===== src/rtl/shift_reg_piso_tx.sv =====
// -----------------------------------------------------------------------------
// shift_reg_piso_tx
//   Parallel-in / serial-out transmitter. Accepts a WIDTH-bit word over a
//   valid/ready handshake and shifts it out one bit per clock on sdo, with
//   first/last-bit framing strobes. With GAP_CYCLES = 0, consecutive words
//   stream with no idle bit between them.
//
// Parameters
//   WIDTH       word width in bits (>= 2)
//   MSB_FIRST   1: bit WIDTH-1 leaves first, 0: bit 0 leaves first
//   GAP_CYCLES  idle cycles inserted after every word (0..255)
//
// Ports
//   clk        in   rising-edge clock
//   reset      in   synchronous active-high reset
//   din        in   parallel word to send
//   din_valid  in   din holds a word to send
//   din_ready  out  word can be accepted this cycle (combinational)
//   sdo        out  serial data bit (registered)
//   sdo_valid  out  sdo carries a data bit this cycle
//   sof        out  first bit of a word
//   eof        out  last bit of a word
//   busy       out  shifting or in the inter-word gap
// -----------------------------------------------------------------------------
module shift_reg_piso_tx #(
    parameter int WIDTH      = 8,
    parameter bit MSB_FIRST  = 1'b1,
    parameter int GAP_CYCLES = 0
) (
    input  logic             clk,
    input  logic             reset,
    input  logic [WIDTH-1:0] din,
    input  logic             din_valid,
    output logic             din_ready,
    output logic             sdo,
    output logic             sdo_valid,
    output logic             sof,
    output logic             eof,
    output logic             busy
);

    localparam int                CNT_W    = $clog2(WIDTH);
    localparam logic [CNT_W-1:0]  CNT_LAST = CNT_W'(WIDTH - 1);
    // Unreachable when GAP_CYCLES == 0; the truncation is harmless then.
    localparam logic [7:0]        GAP_LAST = 8'(GAP_CYCLES - 1);

    typedef enum logic [1:0] {
        IDLE  = 2'd0,
        SHIFT = 2'd1,
        GAP   = 2'd2
    } state_t;

    state_t           state_q, state_d;
    logic [CNT_W-1:0] cnt_q, cnt_d;
    logic [7:0]       gap_q, gap_d;
    logic [WIDTH-1:0] shreg_q, shreg_d;
    logic             vld_q, vld_d;
    logic             sof_q, sof_d;
    logic             eof_q, eof_d;

    logic             last_bit;
    logic             xfer;

    // Advance the word by one bit so the next bit sits at the output end.
    function automatic logic [WIDTH-1:0] shift_one(input logic [WIDTH-1:0] v);
        if (MSB_FIRST) begin
            return {v[WIDTH-2:0], 1'b0};
        end else begin
            return {1'b0, v[WIDTH-1:1]};
        end
    endfunction

    assign last_bit  = (state_q == SHIFT) && (cnt_q == CNT_LAST);
    assign din_ready = (state_q == IDLE) || (last_bit && (GAP_CYCLES == 0));
    assign xfer      = din_valid && din_ready;

    always_comb begin
        state_d = state_q;
        cnt_d   = cnt_q;
        gap_d   = gap_q;
        shreg_d = shreg_q;

        case (state_q)
            IDLE: begin
                if (xfer) begin
                    state_d = SHIFT;
                    cnt_d   = '0;
                    shreg_d = din;
                end
            end
            SHIFT: begin
                if (cnt_q == CNT_LAST) begin
                    cnt_d = '0;
                    if (xfer) begin
                        shreg_d = din;
                    end else begin
                        // Clearing the shift register makes sdo read 0 while idle.
                        shreg_d = '0;
                        if (GAP_CYCLES > 0) begin
                            state_d = GAP;
                            gap_d   = '0;
                        end else begin
                            state_d = IDLE;
                        end
                    end
                end else begin
                    cnt_d   = cnt_q + 1'b1;
                    shreg_d = shift_one(shreg_q);
                end
            end
            GAP: begin
                if (gap_q == GAP_LAST) begin
                    state_d = IDLE;
                    gap_d   = '0;
                end else begin
                    gap_d = gap_q + 8'd1;
                end
            end
            default: begin
                state_d = IDLE;
                cnt_d   = '0;
                gap_d   = '0;
                shreg_d = '0;
            end
        endcase

        // Strobes are decoded from the next state so they leave a flop.
        vld_d = (state_d == SHIFT);
        sof_d = vld_d && (cnt_d == '0);
        eof_d = vld_d && (cnt_d == CNT_LAST);
    end

    always_ff @(posedge clk) begin
        if (reset) begin
            state_q <= IDLE;
            cnt_q   <= '0;
            gap_q   <= '0;
            shreg_q <= '0;
            vld_q   <= 1'b0;
            sof_q   <= 1'b0;
            eof_q   <= 1'b0;
        end else begin
            state_q <= state_d;
            cnt_q   <= cnt_d;
            gap_q   <= gap_d;
            shreg_q <= shreg_d;
            vld_q   <= vld_d;
            sof_q   <= sof_d;
            eof_q   <= eof_d;
        end
    end

    assign sdo       = MSB_FIRST ? shreg_q[WIDTH-1] : shreg_q[0];
    assign sdo_valid = vld_q;
    assign sof       = sof_q;
    assign eof       = eof_q;
    assign busy      = (state_q != IDLE);

endmodule


===== config.mk =====
export PLATFORM = sky130hd
export DESIGN_NAME = shift_reg_piso_tx
export DESIGN_NICKNAME = d
export VERILOG_FILES = /design/src/rtl/shift_reg_piso_tx.sv
export SDC_FILE = /design/constraint.sdc
export NUM_CORES = 1
export LEC_CHECK = 0
export ABC_AREA = 1
export CORE_MARGIN = 4
export CORE_UTILIZATION = 44
export DETAILED_ROUTE_END_ITERATION = 16
export GPL_ROUTABILITY_DRIVEN = 0
export PLACE_DENSITY = 0.67
export SLEW_MARGIN = 20
export SYNTH_ARGS = -nofsm -noshare
export SYNTH_HDL_FRONTEND = slang
export SYNTH_SLANG_ARGS = --single-unit
export TNS_END_PERCENT = 1

===== constraint.sdc =====
create_clock -name clk -period 1.7 [get_ports clk]
set_input_delay 0.255 -clock clk [delete_from_list [all_inputs] [get_ports clk]]
set_output_delay 0.255 -clock clk [all_outputs]
set_load 0.1 [all_outputs]

## Word level (Yosys, flattened, before mapping)

Cells that the tools add are included.

- Bitwise logic cells: 1
- Reductions and logical operators: 10
- Muxes and demuxes: 14
- Equality and inequality tests: 7
- Add/sub/neg operators: 2

Operators by type and width:

| kind | number |
|---|---|
| 8-bit two-way mux | 4 |
| 8-bit case mux with 3 select lines | 1 |
| 8-bit case mux with 2 select lines | 1 |
| 3-bit case mux with 3 select lines | 1 |
| 8-bit by 1-bit adder with 8-bit output (second input constant) | 1 |
| 8-bit equality test (second input constant) | 1 |
| 2-bit two-way mux | 4 |
| 3-bit equality test (second input constant) | 2 |
| 3-bit two-way mux | 2 |
| 2-bit case mux with 3 select lines | 1 |
| 2-bit by 1-bit equality test with 1-bit output (second input constant) | 2 |
| 1-bit logical AND | 4 |
| 3-bit by 1-bit adder with 3-bit output (second input constant) | 1 |
| 3-bit logical NOT | 1 |
| 2-bit equality test (second input constant) | 1 |
| 2-bit logical NOT | 1 |
| 2-bit != test (second input constant) | 1 |
| 2-bit AND reduction | 1 |
| 2-bit nonzero test | 1 |
| 2-bit OR reduction | 1 |
| 1-bit logical OR | 1 |
| 1-bit NOT | 1 |

- Flip-flop bits (word level): 24
- Word-level logic and storage cells: 41
- Input port bits: 11
- Output and inout bits: 6

## Depth between registers and ports, before layout

Gate-level depths: netlist of the first run.

- Depth in word-level cells: 9
- Depth in mapped cells: 8
- Depth with buffers taken out: 8

## Worst setup path after synthesis of the first run

No wires, ideal clock.

- Path type: register to output
- Start: register cnt_q[0]
- End: output port din_ready
- Stages on the path, launching flop included: 5
- Buffers on the path: 0
- Slack: -0.596 ns
- Arrival time: 2.041 ns
- Data required time: 1.445 ns
- Cells stage by stage: dfxtp_1 ha_1 ha_1 nor2_1 nor2_1

- Word-level cells in the longest chain between the ends: 3

RTL lines:

| item | line | RTL |
|---|---|---|
| start: declaration | 54 | `logic [CNT_W-1:0] cnt_q, cnt_d;` |
| start signal: assignment | 144 | `cnt_q <= cnt_d;` |
| 3-bit equality test | 73 | `assign last_bit = (state_q == SHIFT) && (cnt_q == CNT_LAST);` |
| 1-bit logical AND | 73 |  |
| 1-bit logical OR | 74 | `assign din_ready = (state_q == IDLE) \|\| (last_bit && (GAP_CYCLES == 0));` |
| end: declaration | 34 | `output logic din_ready,` |

Every way passes these cells.

## Worst setup path after layout of the first run

Same ends and word-level chain as after synthesis.

==> results.py, run 1 <==
metrics = {
    "status": {
        "outcome": "finished, final reports clean",
    },
    "timing": {
        "tns_ps": 0,
        "rsz0062_at_grt": "no",
        "skew_ps": 7.65,
        "timing.fmax_mhz": 618,
        "hold_ws_ps": 470,
        "worst_pin_slew_ps": 388,
        "slew_violations": 0,
        "min_period_over_period": 0.953,
        "slew_headroom": 0.741,
        "setup-violations-final": 0,
        "min_period_ps": 1620,
        "hold_viol_final": 0,
    },
    "synthesis": {
        "synth_common_cells": "nand2_1 (69), dfxtp_1 (24), inv_1 (17), nand3_1 (15), nor2_1 (13)",
        "async_reset_ff_frac": 0,
        "synth_nets": 190,
        "synth_area_sq_um": 1180,
        "synth_top_area_cell": "dfxtp_1",
        "synth_warnings": 0,
        "synth_most_common_cell": "nand2_1",
        "synth-main-ff-cell": "dfxtp_1",
        "ys_seq_elements": 24,
        "avgSynthCellArea_sq_um": 6.68,
        "syn_inst": 176,
        "netlist.area_leader.share": 0.409,
        "synth_cell_type_count": 24,
        "synthTopCellsByArea": "dfxtp_1 (41%), nand2_1 (22%), nand3_1 (6.4%)",
        "ys_seq_area_frac": 0.409,
        "synth-edff-count": 0,
    },
    "setup_path": {
        "r2r_start": "cnt_q[0]",
        "cp_data_required_time_ps": 1440,
        "crit_path_start_kind": "register",
        "critPathTopFamily": "flip-flops",
        "crit_start": "cnt_q[0]",
        "cp_max_fo": 3,
        "rrSetupSlack_ps": 270,
        "end_kind": "output port",
        "reg2reg_depth": 8,
        "reg2reg_to": "shreg_q[3]",
        "critPathCapture": "din_ready",
        "crit_buf_inv": 1,
        "cp_num_cells": 5,
        "critPathArrivalTime_ps": 1360,
        "path_class": "register to output port",
        "slowest_stage": "dfxtp_2",
        "worstPathCellList": "ha_4, ha_4, nor2_4, nor2_4, buf_12",
        "max_stage_delay_ps": 370,
    },
    "die": {
        "ios": 17,
        "rows": 18,
        "die_x_um": 59.7,
        "start_util": 0.466,
        "core_area_sq_um": 2520,
        "die_y_um": 59.7,
        "dieArea_sq_um": 3560,
    },
    "clocking": {
        "cts_buffers": 3,
        "clk_latency_ps": 320,
        "htreeDepth": 1,
        "clock-sinks": 24,
        "cts-root-buf": "clkbuf_4",
        "clkTransAtPathRegs_ps": 130,
        "tritoncts": "built",
        "clk_path_buf_depth": 2,
    },
    "final_layout": {
        "drive_gt1_frac": 0.162,
        "antenna_cells": 0,
        "finalNetCount": 212,
        "instances_no_fill": 227,
        "syn_to_final_growth_pct": 29.8,
        "stdcell_area_sq_um": 1530,
    },
    "detailed_routing": {
        "drtIter0Drc": 31,
        "dr.pass1.iters": 4,
        "avgRoutedWirePerCell_um": 10.7,
        "route.vias.total": 1117,
        "wl_mm": 2.44,
        "avgViaCountPerCell": 4.92,
        "drc": 0,
        "antenna_left": 0,
    },
    "global_routing": {
        "first_global_vias": 1003,
        "grt.overflow.total": 0,
        "antenna_found_initial": 0,
        "grt_pass1_wl_mm": 4.24,
        "grt_start_max_net_pins": 14,
        "track_usage": 0.155,
    },
    "power": {
        "ir_worst_vdd_uv": 528,
        "p_leak_nw": 0.680,
        "power.density_nw_per_um2": 737,
        "power_w": 0.00112,
    },
    "placed_design": {
        "dpl_cell_area_sq_um": 1450,
        "hpwlAfterDp_mm": 1.85,
        "dp.cells": 222,
        "port_buffers": 16,
    },
    "min_path": {
        "min_path_type": "register to register",
    },
    "flow_run": {
        "maxCapViolCount": 0,
    },
}
[kinds of logic (layout without fill, tap and decap cells)]
kind of cell             count (synthesis)  count (layout)  synth area share
flip-flops                              24              24             0.409
buffers and inverters                   23              44            0.0745
AND/OR/NAND/NOR                        108             108             0.396
AO/OA/AOI/OAI                           17              17            0.0819
XOR/XNOR                                 1               1           0.00745
adder cells (fa/ha/maj)                  3               3            0.0319
[cell type report]
type                            instances  area, sq um
Multi-Input combinational cell        129          648
Timing Repair Buffer                   19          243
Clock buffer                            4         36.3
Tap cell                               30         37.5
Sequential cell                        24          483
Inverter                               21         78.8
Fill cell                             235          996
[metrics by stage]
step,util,setup slack (ps)
after floorplan,-,162
after global placement,0.574,225
after detailed placement,0.574,184
after CTS,0.596,19.8
after global routing,0.605,33.1
final,0.605,80.7
[cell usage in the layout (no fill, tap or decap), drive strengths merged]
| master | netlist | routed |
|---|---|---|
| nand2 | 71 | 71 |
| dfxtp | 24 | 24 |
| inv | 21 | 21 |
| nor2 | 17 | 17 |
| nand3 | 16 | 16 |
| clkdlybuf4s50 | 0 | 10 |
| buf | 1 | 9 |
| o21ai | 8 | 8 |
| a21oi | 6 | 6 |
| clkbuf | 1 | 4 |
| o21bai | 3 | 3 |
| ha | 3 | 3 |
| nor3 | 1 | 1 |
| xor2 | 1 | 1 |
| or2 | 1 | 1 |
| nand3b | 1 | 1 |
| nand4 | 1 | 1 |
[state kept, by name, summed over array words and instances, names as in the netlist]
signal	cells
gap_q	8
shreg_q	8
cnt_q	3
state_q	2
eof	1
sdo_valid	1
sof	1
[layer usage]
layer  part of all wire  up-vias  global-route usage  routed length [um]
met4              0.016        0              0.0380                  38
met5                  0        -                   0                   0
met2               0.48       18               0.242                1170
met3              0.041        4              0.0540                 100
li1                   -      592                   -                   -
met1               0.46      503               0.203                1130
[worst reg2reg max path: cells and delay by family (launching register included)]
family | cells | cell delay (ps)
AND/OR/NAND/NOR | 4 | 490
flip-flops | 1 | 370
adder cells (fa/ha/maj) | 2 | 320
buffers and inverters | 2 | 210
[how the worst min path moves through the flow]
stage	start	to	slack, ps	depth (start not counted)
floorplan	din[0]	shreg_q[0]	400	2
global placement	shreg_q[0]	shreg_q[0]	450	2
detailed placement	shreg_q[0]	shreg_q[0]	450	2
CTS	shreg_q[0]	shreg_q[0]	470	2
global route	din[0]	shreg_q[0]	490	3
finish	shreg_q[0]	shreg_q[0]	470	2
[report_power, final]
part / switching [W] / internal (W)
sequential: 0.0000175 / 0.000583
clock: 0.000169 / 0.000131
combinational: 0.000136 / 0.0000871
total: 0.000323 / 0.000801
[timing repair]
item                                    in CTS  in global routing
endpoints found under the setup margin       1                  1
resized for setup                            4                  4
pin swaps                                    1                  1
buffers inserted                             1                  0
hold buffers                                 0                  0
(Power assumes the default switching activity.)
==> inputs of run 2 (changes only) <==
--- a/config.mk
+++ b/config.mk
@@ -7,10 +7,9 @@
 export LEC_CHECK = 0
 export ABC_AREA = 1
 export CORE_MARGIN = 4
-export CORE_UTILIZATION = 44
+export CORE_UTILIZATION = 30
 export DETAILED_ROUTE_END_ITERATION = 16
 export GPL_ROUTABILITY_DRIVEN = 0
-export PLACE_DENSITY = 0.67
 export SLEW_MARGIN = 20
 export SYNTH_ARGS = -nofsm -noshare
 export SYNTH_HDL_FRONTEND = slang
==> run 2 against run 1 <==
Compared with the run above: sequential share of layout area decreased by 0.97 points; first-iteration DRC count increased by 48%; cell count increased by 8.4%; non-clock buffer count increased by 1; flip-flop and latch count unchanged; clock skew about the same; global-route usage decreased by 4.3 points; routed wire length increased by 2.5%; register-to-register slack got worse by 20 ps; critical endpoint unchanged; largest power group unchanged.
==> results.py, run 2 (same netlist as run 1, synthesis figures left out) <==
metrics = {
    "detailed_routing": {
        "dr.pass1.iters": 4,
        "drtIter0Drc": 46,
        "antenna_left": 0,
        "route.vias.total": 1092,
        "avgViaCountPerCell": 4.44,
        "drc": 0,
        "wl_mm": 2.50,
        "avgRoutedWirePerCell_um": 10.2,
    },
    "timing": {
        "min_period_over_period": 0.950,
        "slew_violations": 0,
        "slew_headroom": 0.764,
        "worst_pin_slew_ps": 353,
        "rsz0062_at_grt": "no",
        "hold_viol_final": 0,
        "skew_ps": 7.91,
        "setup-violations-final": 0,
        "min_period_ps": 1610,
        "timing.fmax_mhz": 619,
        "tns_ps": 0,
    },
    "setup_path": {
        "path_class": "register to output port",
        "cp_max_fo": 3,
        "critPathArrivalTime_ps": 1360,
        "crit_path_start_kind": "register",
        "end_kind": "output port",
        "cp_data_required_time_ps": 1440,
    },
    "global_routing": {
        "first_global_vias": 1011,
        "grt_pass1_wl_mm": 4.54,
        "grt_start_max_net_pins": 15,
        "antenna_found_initial": 0,
        "grt.overflow.total": 0,
        "track_usage": 0.112,
    },
    "final_layout": {
        "antenna_cells": 0,
        "finalNetCount": 213,
        "layout_common_cells": "nand2_1 (69), dfxtp_1 (24), inv_1 (17), nand3_1 (15), nor2_1 (11)",
        "instances_no_fill": 246,
        "drive_gt1_frac": 0.152,
        "reg_top3": "gap_q x8, shreg_q x8, cnt_q x3",
        "syn_to_final_growth_pct": 33.2,
        "mostFrequentLayoutCell": "nand2_1",
    },
    "min_path": {
        "min_path_type": "register to register",
    },
    "clocking": {
        "clkTransAtPathRegs_ps": 90,
        "tritoncts": "built",
        "htreeDepth": 1,
        "clock-sinks": 24,
        "clk_path_buf_depth": 2,
        "clk_latency_ps": 270,
        "cts_buffers": 3,
        "ctsResizeCount": 2,
        "cts_setup_buffers": 0,
        "cts-root-buf": "clkbuf_8",
        "hold_buffers": 0,
    },
    "placed_design": {
        "port_buffers": 16,
        "hpwlAfterDp_mm": 1.94,
        "dp.cells": 242,
    },
    "power": {
        "p_sw_w": 0.000347,
        "p_int_w": 0.000983,
        "ir_worst_vdd_uv": 324,
        "power_frac_clock": 0.385,
        "switching_share": 0.261,
        "share_comb_of_total_power": 0.166,
        "power.density_nw_per_um2": 849,
        "p_leak_nw": 0.702,
        "pwr-share-seq": 0.449,
    },
    "die": {
        "start_util": 0.316,
        "die_y_um": 70.6,
        "rows": 22,
        "die_x_um": 70.6,
        "dieArea_sq_um": 4990,
        "ios": 17,
        "core_area_sq_um": 3720,
    },
    "status": {
        "outcome": "finished, final reports clean",
    },
    "flow_run": {
        "maxCapViolCount": 0,
    },
}
-- run 2: worst paths after layout --
| check | startpoint | depth (start not counted) | slack (ps) | to |
|---|---|---|---|---|
| worst min register to register | shreg_q[0] | 2 | 470 | shreg_q[0] |
| worst min-delay path | shreg_q[0] | 2 | 470 | shreg_q[0] |
| worst max-delay path | cnt_q[0] | 5 | 90 | din_ready |
| worst max register to register | cnt_q[0] | 8 | 250 | shreg_q[1] |
-- run 2: stage by stage --
step | area, sq um | worst slack (ps) | util | hold WS [ps] | total power (W)
2_1_floorplan | 1180 | 162 | - | 402 | 0.000744
3_3_place_gp | 1490 | 208 | 0.400 | 456 | 0.000831
3_5_place_dp | 1490 | 163 | 0.400 | 455 | 0.000832
4_1_cts | 1560 | 28.2 | 0.421 | 473 | 0.00134
5_1_grt | 1570 | 22.4 | 0.422 | 508 | 0.00139
6_report | 1570 | 85.2 | 0.422 | 470 | 0.00133
-- run 2: worst max-delay path, cell delays in order (launching register included) --
cell and delay [ps]:
dfxtp_1 340, ha_1 200, ha_2 200, nor2_4 140, nor2_4 50, buf_12 160
-- run 2: metal layers --
layer / up-vias / global-route usage / part of all wire
li1: 593 / - / -
met1: 479 / 0.149 / 0.52
met2: 16 / 0.173 / 0.43
met3: 4 / 0.0213 / 0.029
met4: 0 / 0.0564 / 0.018
met5: - / 0 / 0
-- run 2: layout make-up --
| type | count | area, sq um |
|---|---|---|
| Clock buffer | 3 | 41.3 |
| Inverter | 21 | 78.8 |
| Sequential cell | 24 | 480 |
| Fill cell | 406 | 2150 |
| Multi-Input combinational cell | 129 | 626 |
| Timing Repair Buffer | 20 | 250 |
| Tap cell | 48 | 60.1 |
| Clock inverter | 1 | 30.0 |
-- run 2: power groups by stage --
stage	registers, W	clock network (W)	logic [W]
finish	0.000597	0.000512	0.000221
global route	0.000600	0.000547	0.000240
CTS	0.000598	0.000522	0.000223
detailed placement	0.000611	0	0.000221
global placement	0.000610	0	0.000220
floorplan	0.000647	0	0.0000966
==> RTL change: new RTL, config.mk and constraints of run 1 <==
The parameter `WIDTH` goes from 8 to 16.
--- a/src/rtl/shift_reg_piso_tx.sv
+++ b/src/rtl/shift_reg_piso_tx.sv
@@ -23,7 +23,7 @@
 //   busy       out  shifting or in the inter-word gap
 // -----------------------------------------------------------------------------
 module shift_reg_piso_tx #(
-    parameter int WIDTH      = 8,
+    parameter int WIDTH      = 16,
     parameter bit MSB_FIRST  = 1'b1,
     parameter int GAP_CYCLES = 0
 ) (
Interface: changed (resized din); port bits go from 17 to 25. The function was not compared with the original's and may differ.
==> RTL change against run 1 <==
- final area increased by 36%
- sequential cell count increased by 9
- die area increased by 31%
- worst hold slack got worse by 4.8 ps
- wire length increased by 45%
- synthesized area increased by 36%
- largest power group unchanged
- sequential share of layout area increased by 0.33 points
- count of clock-buffer cells in the layout increased by 4
- non-clock buffer count increased by 12
- fmax decreased by 2.4%
- global-route usage increased by 1.6 points
- cell count increased by 38%
- setup slack got worse by 39 ps
- power increased by 41%
==> RTL change: results (changes against run 1) <==
The count of buffers inserted at the top-level ports is 24 (+8). The critical path data arrival time came to 1400 ps (+40 ps). Yosys attributes the largest share of cell area to sky130_fd_sc_hd__dfxtp_1 (41%), sky130_fd_sc_hd__nand2_1 (13%), sky130_fd_sc_hd__nand3_1 (11%).

The post-detailed-placement half-perimeter wirelength is 2.50 mm (+35%). The largest registers in the layout are shreg_q: 16 flops, gap_q: 8 flops, cnt_q: 4 flops. The number of violations reported at the end of detailed-routing iteration 0 came out at 97 (+210%). The overall track demand over capacity in global routing is 0.170 (+0.0157). The path class of the tightest hold or removal check is reg -> reg. The synthesized net count was 260 (+37%). The maximum clock skew at final layout is 6.44 ps (-1.21 ps).

The flow ran to the end, and the final reports show no timing, DRC or antenna violations. The maximum number of pins on one net before global-route repair is 20 (+6). The transition time at the pin with the least slew margin is 269 ps (-118 ps). The proportion of register bits with asynchronous set or reset after synthesis is 0 (unchanged). The number of H-tree levels came out at 2 (+1). The antenna diode instance count is 0 (unchanged). The post-detailed-route via-to-cell ratio is 4.78 (-2.9%). The peak ir drop on the vdd network is 0.419 mV (-21%).

The layout cell share with drive strength beyond 1 is 0.104 (-0.0580). The global-route wire length before repair is 5.97 mm (+41%). The number of distinct library cells after synthesis was 21 (-13%). The sequential-to-total area share from yosys stat is 0.412 (+0.00367). Counting instances in the post-synthesis netlist gives the leading cell types as sky130_fd_sc_hd__nand2_1 (57), sky130_fd_sc_hd__inv_1 (45), sky130_fd_sc_hd__nand3_1 (35). The number of global-route vias before repair is 1409 (+40%). The register clock-pin slew on the reported worst setup and hold paths is 100 ps (-30 ps). The top fanout value on the critical path came to 3 (unchanged). The cell leakage power came to 0.000920 uW (+35%). The wire length per cell came to 11.2 um (+4.5%). The layout net count came to 288 (+36%). The number of setup buffers added after CTS came to 0 (-1).

The initial antenna violation count came to 0 (unchanged). The setup slack at placement is 134 ps (-49.9 ps). The clock buffer count from CTS came out at 5 (+2).
RTL change: routing by layer:
metal / track usage / up-vias / share of wire
met5: 0 / - / 0
met4: 0.0571 / 0 / 0.013
met3: 0.0591 / 6 / 0.048
met2: 0.265 / 32 / 0.45
met1: 0.219 / 648 / 0.49
li1: - / 815 / -
RTL change: cell type report:
type                    count  area (um2)
multi-input cells         149         751
repair buffers             31         378
clock buffers               8        48.8
fillers                   327        1340
inverters                  47         179
flip-flops and latches     33         664
well taps                  46        57.6
RTL change: metrics by stage:
| step | total power [uW] | std cells | area [um2] |
|---|---|---|---|
| after floorplan | 1050 | 239 | 1620 |
| after global placement | 1180 | 306 | 2000 |
| after detailed placement | 1180 | 306 | 2000 |
| after CTS | 1600 | 314 | 2050 |
| after global routing | 1670 | 314 | 2080 |
| final | 1590 | 314 | 2080 |
RTL change: worst max-delay path, cell delays in order (launching register included):
cell	delay [ps]
sky130_fd_sc_hd__dfxtp_1	400
sky130_fd_sc_hd__ha_4	180
sky130_fd_sc_hd__nand3_4	100
sky130_fd_sc_hd__o21ai_4	190
sky130_fd_sc_hd__buf_12	190
RTL change: cell families (layout without fill, tap and decap cells):
| logic type | Yosys count | after routing | synth area share |
|---|---|---|---|
| AND/OR/NAND/NOR | 105 | 105 | 0.282 |
| buffers and inverters | 57 | 86 | 0.144 |
| AO/OA/AOI/OAI | 39 | 39 | 0.130 |
| flip-flops | 33 | 33 | 0.412 |
| XOR/XNOR | 3 | 3 | 0.0164 |
| adder cells (fa/ha/maj) | 2 | 2 | 0.0156 |
RTL change: path summary, 6_finish.rpt:
check	from	slack, ps	depth (start not counted)	endpoint
max	cnt_q[1]	40	4	din_ready
min	gap_q[6]	460	2	gap_q[6]
max reg2reg	state_q[0]	290	8	shreg_q[5]
min reg2reg	gap_q[6]	460	2	gap_q[6]
RTL change: timing repair:
item | 4_1_cts | 5_1_grt
resized for setup | 2 | 5
hold buffers | 0 | 0
pin swaps | 0 | 1
setup endpoints to repair | 1 | 1
RTL change: power by group:
| part | switching [uW] | leakage, uW | internal, uW |
|---|---|---|---|
| Combinational | 191 | 0.000622 | 143 |
| Clock | 253 | 0.0000265 | 165 |
| Sequential | 23.0 | 0.000271 | 811 |
| Total | 467 | 0.000920 | 1120 |
